==> config.mk <==
export PLATFORM = sky130hd
export DESIGN_NAME = lsu_mem_adapter_flat
export DESIGN_NICKNAME = d
export VERILOG_FILES = /design/src/rtl/lsu_pkg.sv /design/src/rtl/lsu_mem_adapter_if.sv /design/src/rtl/lsu_byte_lane.sv /design/src/rtl/lsu_mem_adapter.sv /design/src/flat_wrapper.sv
export SDC_FILE = /design/constraint.sdc
export NUM_CORES = 1
export LEC_CHECK = 0
export BUFFER_PORTS_ARGS = -buffer_cell sky130_fd_sc_hd__buf_2
export CAP_MARGIN = 5
export CORE_ASPECT_RATIO = 0.6
export CORE_MARGIN = 8
export CORE_UTILIZATION = 50
export DETAILED_ROUTE_END_ITERATION = 6
export PLACE_DENSITY = 0.84
export SLEW_MARGIN = 15
export SYNTH_ARGS = -nofsm -noshare
export SYNTH_HDL_FRONTEND = slang
export SYNTH_SLANG_ARGS = --single-unit
==> constraint.sdc <==
create_clock -name clk -period 5.5 [get_ports clk]
set_input_delay 0.275 -clock clk [delete_from_list [all_inputs] [get_ports clk]]
set_output_delay 0.275 -clock clk [all_outputs]
set_load 0.1 [all_outputs]
==> src/rtl/lsu_pkg.sv <==
// lsu_pkg: funct3 codes, data width, FSM state encoding and funct3 legality helper for the load/store adapter
package lsu_pkg;
  localparam int DATA_W = 32;
  localparam logic [2:0] F3_B  = 3'b000;
  localparam logic [2:0] F3_H  = 3'b001;
  localparam logic [2:0] F3_W  = 3'b010;
  localparam logic [2:0] F3_BU = 3'b100;
  localparam logic [2:0] F3_HU = 3'b101;
  typedef enum logic [2:0] {IDLE, RD_ISSUE, RD_WAIT, WR_ISSUE, WR_WAIT, RESP} state_t;
  // Unsigned widths only make sense for loads; stores of BU/HU are rejected.
  function automatic logic f3_legal(input logic [2:0] f3, input logic st);
    return (f3 == F3_B || f3 == F3_H || f3 == F3_W) || (!st && (f3 == F3_BU || f3 == F3_HU));
  endfunction
endpackage

==> src/rtl/lsu_mem_adapter_if.sv <==
// lsu_mem_adapter_if: word-addressed cache bus; master = adapter (read/write/addr/wdata), slave = memory (rdata/stall)
interface lsu_mem_adapter_if import lsu_pkg::*; #(parameter int ADDR_W = 12);
  logic              mem_read;
  logic              mem_write;
  logic [ADDR_W-3:0] mem_word_addr;
  logic [DATA_W-1:0] mem_wdata;
  logic [DATA_W-1:0] mem_rdata;
  logic              mem_stall;
  modport master (output mem_read, mem_write, mem_word_addr, mem_wdata, input mem_rdata, mem_stall);
  modport slave  (input mem_read, mem_write, mem_word_addr, mem_wdata, output mem_rdata, mem_stall);
endinterface

==> src/rtl/lsu_byte_lane.sv <==
// lsu_byte_lane: extracts/extends a load lane from word and merges sub-word store data into word (off = addr[1:0])
module lsu_byte_lane import lsu_pkg::*; (
  input  logic [DATA_W-1:0] word,
  input  logic [1:0]        off,
  input  logic [2:0]        f3,
  input  logic [15:0]       sdata,
  output logic [DATA_W-1:0] ld,
  output logic [DATA_W-1:0] st
);
  logic [4:0]  sh;
  logic [7:0]  b;
  logic [15:0] h;
  always_comb begin
    sh = {off, 3'b000};
    b  = 8'(word >> sh);
    h  = off[1] ? word[31:16] : word[15:0];
    ld = f3 == F3_B  ? {{24{b[7]}}, b} :
         f3 == F3_H  ? {{16{h[15]}}, h} :
         f3 == F3_BU ? {24'b0, b} :
         f3 == F3_HU ? {16'b0, h} : word;
    // Only SB (f3[0]=0) and SH (f3[0]=1) reach the merge path.
    st = f3[0] ? (off[1] ? {sdata, word[15:0]} : {word[31:16], sdata}) :
                 (word & ~(32'hFF << sh)) | ({24'b0, sdata[7:0]} << sh);
  end
endmodule

==> src/rtl/lsu_mem_adapter.sv <==
// lsu_mem_adapter: turns byte-addressed core loads/stores into word cache accesses (RMW for SB/SH)
// Ports: clk, rst (async active-low); core_rd/core_wr/core_funct3/core_addr/core_wdata in;
//        core_stall (comb), load_data, misalign_err out; mem = cache bus master (registered outputs).
module lsu_mem_adapter import lsu_pkg::*; #(parameter int ADDR_W = 12) (
  input  logic              clk,
  input  logic              rst,
  input  logic              core_rd,
  input  logic              core_wr,
  input  logic [2:0]        core_funct3,
  input  logic [ADDR_W-1:0] core_addr,
  input  logic [DATA_W-1:0] core_wdata,
  output logic              core_stall,
  output logic [DATA_W-1:0] load_data,
  output logic              misalign_err,
  lsu_mem_adapter_if.master mem
);
  state_t            state_q, state_d;
  logic              rd_q, rd_d, wr_q, wr_d, err_q, err_d, st_q, st_d;
  logic [ADDR_W-3:0] addr_q, addr_d;
  logic [DATA_W-1:0] wdata_q, wdata_d, ldata_q, ldata_d, lane_ld, lane_st;
  logic [2:0]        f3_q, f3_d;
  logic [1:0]        off_q, off_d;
  logic [15:0]       sdata_q, sdata_d;
  logic              req, legal;
  lsu_byte_lane u_lane (
    .word  (mem.mem_rdata),
    .off   (off_q),
    .f3    (f3_q),
    .sdata (sdata_q),
    .ld    (lane_ld),
    .st    (lane_st)
  );
  assign req   = core_rd | core_wr;
  assign legal = f3_legal(core_funct3, core_wr) &&
                 !((core_funct3[1:0] == 2'b01 && core_addr[0]) || (core_funct3 == F3_W && core_addr[1:0] != 2'b00));
  assign core_stall        = state_q == IDLE ? req && legal : state_q != RESP;
  assign load_data         = ldata_q;
  assign misalign_err      = err_q;
  assign mem.mem_read      = rd_q;
  assign mem.mem_write     = wr_q;
  assign mem.mem_word_addr = addr_q;
  assign mem.mem_wdata     = wdata_q;
  always_comb begin
    state_d = state_q;
    rd_d    = rd_q;
    wr_d    = wr_q;
    err_d   = 1'b0;
    st_d    = st_q;
    addr_d  = addr_q;
    wdata_d = wdata_q;
    ldata_d = ldata_q;
    f3_d    = f3_q;
    off_d   = off_q;
    sdata_d = sdata_q;
    case (state_q)
      IDLE: if (req) begin
        if (!legal) err_d = 1'b1;
        else begin
          // A store wins over a simultaneous load; the request is latched so the core's hold is not relied on.
          st_d    = core_wr;
          addr_d  = core_addr[ADDR_W-1:2];
          f3_d    = core_funct3;
          off_d   = core_addr[1:0];
          sdata_d = core_wdata[15:0];
          if (core_wr && core_funct3 == F3_W) begin
            wdata_d = core_wdata;
            wr_d    = 1'b1;
            state_d = WR_ISSUE;
          end else begin
            rd_d    = 1'b1;
            state_d = RD_ISSUE;
          end
        end
      end
      RD_ISSUE: state_d = RD_WAIT;
      RD_WAIT: if (!mem.mem_stall) begin
        rd_d = 1'b0;
        if (st_q) begin
          wdata_d = lane_st;
          wr_d    = 1'b1;
          state_d = WR_ISSUE;
        end else begin
          ldata_d = lane_ld;
          state_d = RESP;
        end
      end
      WR_ISSUE: state_d = WR_WAIT;
      WR_WAIT: if (!mem.mem_stall) begin
        wr_d    = 1'b0;
        state_d = RESP;
      end
      default: state_d = IDLE;
    endcase
  end
  always_ff @(posedge clk or negedge rst) begin
    if (!rst) begin
      state_q <= IDLE;
      rd_q    <= 1'b0;
      wr_q    <= 1'b0;
      err_q   <= 1'b0;
      st_q    <= 1'b0;
      addr_q  <= '0;
      wdata_q <= '0;
      ldata_q <= '0;
      f3_q    <= '0;
      off_q   <= '0;
      sdata_q <= '0;
    end else begin
      state_q <= state_d;
      rd_q    <= rd_d;
      wr_q    <= wr_d;
      err_q   <= err_d;
      st_q    <= st_d;
      addr_q  <= addr_d;
      wdata_q <= wdata_d;
      ldata_q <= ldata_d;
      f3_q    <= f3_d;
      off_q   <= off_d;
      sdata_q <= sdata_d;
    end
  end
endmodule

==> src/flat_wrapper.sv <==
// flat-port wrapper written by rule: the top's interface ports become plain ports
module lsu_mem_adapter_flat import lsu_pkg::*;
#(parameter int ADDR_W = 12)
  (clk, rst, core_rd, core_wr, core_funct3, core_addr, core_wdata, core_stall, load_data, misalign_err, mem_mem_read, mem_mem_write, mem_mem_word_addr, mem_mem_wdata, mem_mem_rdata, mem_mem_stall);
  lsu_mem_adapter_if #(.ADDR_W(ADDR_W)) mem_i ();
  input  logic clk;
  input  logic rst;
  input  logic core_rd;
  input  logic core_wr;
  input  logic [2:0] core_funct3;
  input  logic [ADDR_W-1:0] core_addr;
  input  logic [DATA_W-1:0] core_wdata;
  output logic core_stall;
  output logic [DATA_W-1:0] load_data;
  output logic misalign_err;
  output wire logic [$bits(mem_i.mem_read)-1:0] mem_mem_read;
  output wire logic [$bits(mem_i.mem_write)-1:0] mem_mem_write;
  output wire logic [$bits(mem_i.mem_word_addr)-1:0] mem_mem_word_addr;
  output wire logic [$bits(mem_i.mem_wdata)-1:0] mem_mem_wdata;
  input wire logic [$bits(mem_i.mem_rdata)-1:0] mem_mem_rdata;
  input wire logic [$bits(mem_i.mem_stall)-1:0] mem_mem_stall;
  assign mem_mem_read = mem_i.mem_read;
  assign mem_mem_write = mem_i.mem_write;
  assign mem_mem_word_addr = mem_i.mem_word_addr;
  assign mem_mem_wdata = mem_i.mem_wdata;
  assign mem_i.mem_rdata = mem_mem_rdata;
  assign mem_i.mem_stall = mem_mem_stall;
  lsu_mem_adapter #(.ADDR_W(ADDR_W)) u_core (.clk(clk), .rst(rst), .core_rd(core_rd), .core_wr(core_wr), .core_funct3(core_funct3), .core_addr(core_addr), .core_wdata(core_wdata), .core_stall(core_stall), .load_data(load_data), .misalign_err(misalign_err), .mem(mem_i));
endmodule
# Word level (Yosys, flattened, before mapping)
# Cells that the tools add are included.
[classes] eq_ne=20 shifts=3 muxes=35 bitwise=6 reduce_logical=25
[op_table] operator="32-bit two-way mux" count=11
[op_table] operator="32-bit one-hot mux with 2 select lines" count=1
[op_table] operator="32-bit bitwise AND" count=1
[op_table] operator="32-bit NOT" count=1
[op_table] operator="32-bit bitwise OR" count=1
[op_table] operator="8-bit by 5-bit left shift with 32-bit output" count=1
[op_table] operator="8-bit by 5-bit left shift with 32-bit output (first input constant)" count=1
[op_table] operator="32-bit by 5-bit >> shifter with 8-bit output" count=1
[op_table] operator="16-bit two-way mux" count=1
[op_table] operator="3-bit equality test (second input constant)" count=5
[op_table] operator="3-bit two-way mux" count=5
[op_table] operator="3-bit one-hot mux with 5 select lines" count=1
[op_table] operator="1-bit two-way mux" count=13
[op_table] operator="3-bit by 1-bit equality test with 1-bit output (second input constant)" count=3
[op_table] operator="3-bit by 2-bit equality test with 1-bit output (second input constant)" count=3
[op_table] operator="3-bit zero test" count=3
[op_table] operator="2-bit inequality test (second input constant)" count=4
[op_table] operator="7-bit AND reduction" count=1
[op_table] operator="1-bit logical AND" count=6
[op_table] operator="2-bit by 1-bit inequality test with 1-bit output (second input constant)" count=3
[op_table] operator="3-bit AND reduction" count=2
[op_table] operator="6-bit AND reduction" count=1
[op_table] operator="1-bit logical OR" count=5
[op_table] operator="5-bit AND reduction" count=1
[op_table] operator="11 further kinds" count=14
[word_totals] register_bits=102 inputBits=84 output_inout_bits=78 word_cells=100

# Longest topological paths before layout
[logic_depth] depth_word=8 depth_mapped=7 mapped_depth_nobuf=4

# Hierarchy
# Synthesis repeated with hierarchy kept, for this count alone.
[unflattened] cells_unflattened=464 area_unflattened_um2=5680.4
[by_module_without_submodules] module="lsu_mem_adapter" n_inst=1 cells_per_inst=285 area_each_um2=4446.8 seq_area_each_um2=2552.4
[by_module_without_submodules] module="lsu_byte_lane" n_inst=1 cells_per_inst=179 area_each_um2=1233.7 seq_area_each_um2=0.0

# Worst setup path before layout
# OpenSTA, ideal clock, no wires.
[synth_path] kind="register -> output" from="reg u_core.state_q[1]" to="out core_stall" arrival_time_ns=1.868 t_required_ns=5.225 path_slack_ns=3.357 stages_incl_launch_ff=6 n_path_buf=2 path_cell_list="dfrtp_1 > buf_2 > nor3_2 > o211ai_1 > buf_2 > nand2_1"
[synth_via] elab_chain_cells=2 elab_cells_between_ends=3
[synth_lines] item="from (decl)" line_no="lsu_mem_adapter.sv:17" rtl="state_t state_q, state_d;"
[synth_lines] item="from (signal assigned)" line_no="lsu_mem_adapter.sv:109" rtl="state_q <= state_d;"
[synth_lines] item="3-bit inequality test / 3-bit zero test (equally long branches)" line_no="lsu_mem_adapter.sv:36" rtl="assign core_stall = state_q == IDLE ? req && legal : state_q != RESP;"
[synth_lines] item="1-bit two-way mux (*)" line_no="lsu_mem_adapter.sv:36"
[synth_lines] item="to (decl)" line_no="flat_wrapper.sv:13" rtl="output logic core_stall;"
# Every way passes the cells marked *; elsewhere a longest branch is shown, timed or not.

# Worst setup path after layout
[layout_path] from="reg u_core.state_q[1]" to="reg u_core.ldata_q[17] (netlist: u_core.load_data[17])"
[layout_via] elab_chain_cells=2
[layout_lines] item="3-bit by 2-bit equality test with 1-bit output" line_no="lsu_mem_adapter.sv:55" rtl="case (state_q)"
[layout_lines] item="3-bit AND reduction (no source line)"
[layout_lines] item="to (signal assigned)" line_no="lsu_mem_adapter.sv:116" rtl="ldata_q <= ldata_d;"
[layout_lines] item="to (decl)" line_no="lsu_mem_adapter.sv:20" rtl="logic [DATA_W-1:0] wdata_q, wdata_d, ldata_q, ldata_d, lane_ld, lane_st;"
# No other way between the ends.
# A chain may end at the register's enable or synchronous reset.

==> impl_metrics.json <==
{
  "status": "completed",
  "multi_input_area_um2": 2480,
  "cpLargestDelayFamily": "simple AND/OR/NAND/NOR gates",
  "cts_buffer_depth": 2,
  "ys_types": 50,
  "r2r.worst_path.cells": 5,
  "ys_seq_area_share_pct": 48.3,
  "nFillCells": 863,
  "drt_wl_total_um": 17300,
  "yosys_most_used_dff": "dfrtp_1",
  "hp-class": "in2reg",
  "clk_latency_ns": 0.34,
  "slew_viol_final": 0,
  "setup_violations": 0,
  "critical-path-slowest-cell": "or3b_2",
  "seqCellArea_um2": 2550,
  "synthTopCellsByCount": "dfrtp_1 (102), mux2_2 (64), nor2_1 (63), a21oi_1 (43), nand2_1 (34)",
  "hold_viol": 0,
  "reg2reg_slack_ns": 3.10,
  "rows": 29,
  "n_antenna_cell": 0,
  "synthCells": 535,
  "portBuffers": 161,
  "routed_via_density": 6.03,
  "core_um2": 10400,
  "synth-edff-count": 0,
  "yosys-top-cells-area": "dfrtp_1 (48%), mux2_2 (14%), nor2_1 (4.5%), a21oi_1 (4.1%), a31oi_1 (2.8%)",
  "reg2reg_from": "u_core.state_q[1]",
  "hp-start": "core_addr[7]",
  "first_pass_iters": 6,
  "yosysTopAreaCell": "dfrtp_1",
  "grt-ovfl-total": 0,
  "die_width_um": 149,
  "reg2reg_to": "u_core.load_data[17]",
  "cts_hold_buf": 1,
  "synthArstFlopShare_pct": 100,
  "grt.total_usage_pct": 24.0,
  "hold_depth": 2,
  "wl_per_cell_um": 21.2,
  "synth_seq_cells": 102,
  "cts_tree": "yes",
  "place_hpwl_um": 13200,
  "cp.depth": 5,
  "mappedNetlistNets": 619,
  "nets": 759,
  "required_ns": 5.76,
  "cts-root-buf": "clkbuf_16",
  "setup_tns_ns": 0,
  "cp_max_fo": 36,
  "cp-end-kind": "flip-flop",
  "finalClockSkew_ns": 0.00474,
  "syn2layout_area_growth_pct": 21.3,
  "cap_violations": 0,
  "die_h_um": 95.6,
  "place_congestion": 0.931,
  "crit_chain": "or3b_2 > nor3_4 > buf_8 > nor2_1 > a21oi_1",
  "num_io_pins": 162,
  "critical_path_class": "reg2reg",
  "rsz0062_at_grt": "false",
  "drc": 0,
  "slew_headroom_pct": 35.3,
  "min_period_over_period_pct": 43.6,
  "tightest_slew_ns": 0.970,
  "synth_area_per_cell_um2": 9.88,
  "min_to": "u_core.mem.mem_word_addr[5]",
  "grt_max_degree": 64,
  "start_util_pct": 50.8,
  "dieArea_um2": 14200,
  "grt_pass1_vias": 4777,
  "cts.repair.resized": 0,
  "critPathBufInv": 1,
  "synth_area_um2": 5290,
  "grt_pass1_wl_um": 26600,
  "first_iter_violations": 578,
  "vias": 4933,
  "yosysWarnings": 0,
  "post_cts_buffers": 0,
  "yosysTopAreaCellShare_pct": 48.3,
  "ant_nets": 0,
  "worstSetupStartpointType": "flip-flop",
  "drive_above_1_share_pct": 39.0,
  "cts_sinks": 102,
  "arrival_ns": 2.66,
  "htree_levels": 3,
  "post-route-min-period_ns": 2.40,
  "grt_antenna_before_repair": 0,
  "clk_pin_slew_worst_paths_ns": 0.07,
  "yosysMostFrequentCell": "dfrtp_1",
  "fmax_ghz": 0.417,
  "cts_made_buffers": 9,
  "critPathMaxStageDelay_ns": 0.80
}
==> cell families after synthesis <==
group	synth area share, %
flip-flops	48.3
multiplexers	14.2
buffers and inverters	4.95
AND/OR/NAND/NOR	14.2
AO/OA/AOI/OAI	18.4
==> placed cells by master (no fill, tap or decap), types with 9 or more instances in the layout <==
| master | Yosys | layout |
|---|---|---|
| a211oi_1 | 16 | 16 |
| a21oi_1 | 43 | 43 |
| a31oi_1 | 24 | 24 |
| buf_2 | 20 | 160 |
| buf_4 | 1 | 9 |
| clkbuf_16 | 0 | 9 |
| dfrtp_1 | 102 | 102 |
| inv_1 | 9 | 9 |
| mux2_2 | 64 | 64 |
| nand2_1 | 34 | 34 |
| nor2_1 | 63 | 63 |
| nor3_1 | 19 | 19 |
| o21ai_0 | 27 | 27 |
| o22ai_1 | 16 | 16 |
| or3_1 | 11 | 11 |
==> worst max path at each step <==
stage / start / end / slack, ns
floorplan: u_core.state_q[1] / core_stall / 3.36
global placement: u_core.state_q[0] / u_core.load_data[1] / 2.71
detailed placement: u_core.state_q[1] / u_core.load_data[2] / 2.55
CTS: u_core.state_q[1] / u_core.load_data[2] / 2.54
global route: u_core.state_q[1] / u_core.load_data[17] / 2.91
finish: u_core.state_q[1] / u_core.load_data[17] / 3.10
==> area by class of cell <==
class,count,area share (%)
clock inverters,4,0.488
flip-flops and latches,102,39.8
well taps,139,2.71
multi-input cells,381,38.7
inverters,10,0.586
repair buffers,171,13.9
clock buffers,11,3.79
==> per-layer routing <==
| metal | wire, um | vias up | GRT usage (%) |
|---|---|---|---|
| li1 | - | 2226 | - |
| met4 | 229 | 0 | 4.51 |
| met1 | 7450 | 2369 | 33.5 |
| met3 | 2080 | 30 | 8.15 |
| met2 | 7550 | 308 | 35.8 |
| met5 | 0 | - | 0 |
==> sequential cells by signal (all words and copies together) (netlist names) <==
signal,flops
u_core.load_data,32
u_core.sdata_q,16
u_core.mem.mem_read,1
u_core.st_q,1
u_core.f3_q,3
u_core.mem.mem_wdata,32
u_core.misalign_err,1
u_core.off_q,2
u_core.state_q,3
u_core.mem.mem_word_addr,10
u_core.mem.mem_write,1
==> per-stage QoR <==
step | std cells | area (um^2) | util [%] | setup slack (ns) | hold WS [ns]
finish | 818 | 6410 | 61.5 | 3.10 | 0.160
global placement | 801 | 6110 | 58.7 | 2.71 | 0.268
floorplan | 535 | 5290 | - | 3.36 | -0.0206
CTS | 817 | 6390 | 61.4 | 2.54 | 0.154
global route | 818 | 6410 | 61.5 | 2.91 | 0.151
detailed placement | 801 | 6110 | 58.7 | 2.55 | 0.278
Power is left out: the tool's default activity adds up to more than one toggle a clock period on the data nets, which glitch-free logic cannot reach.
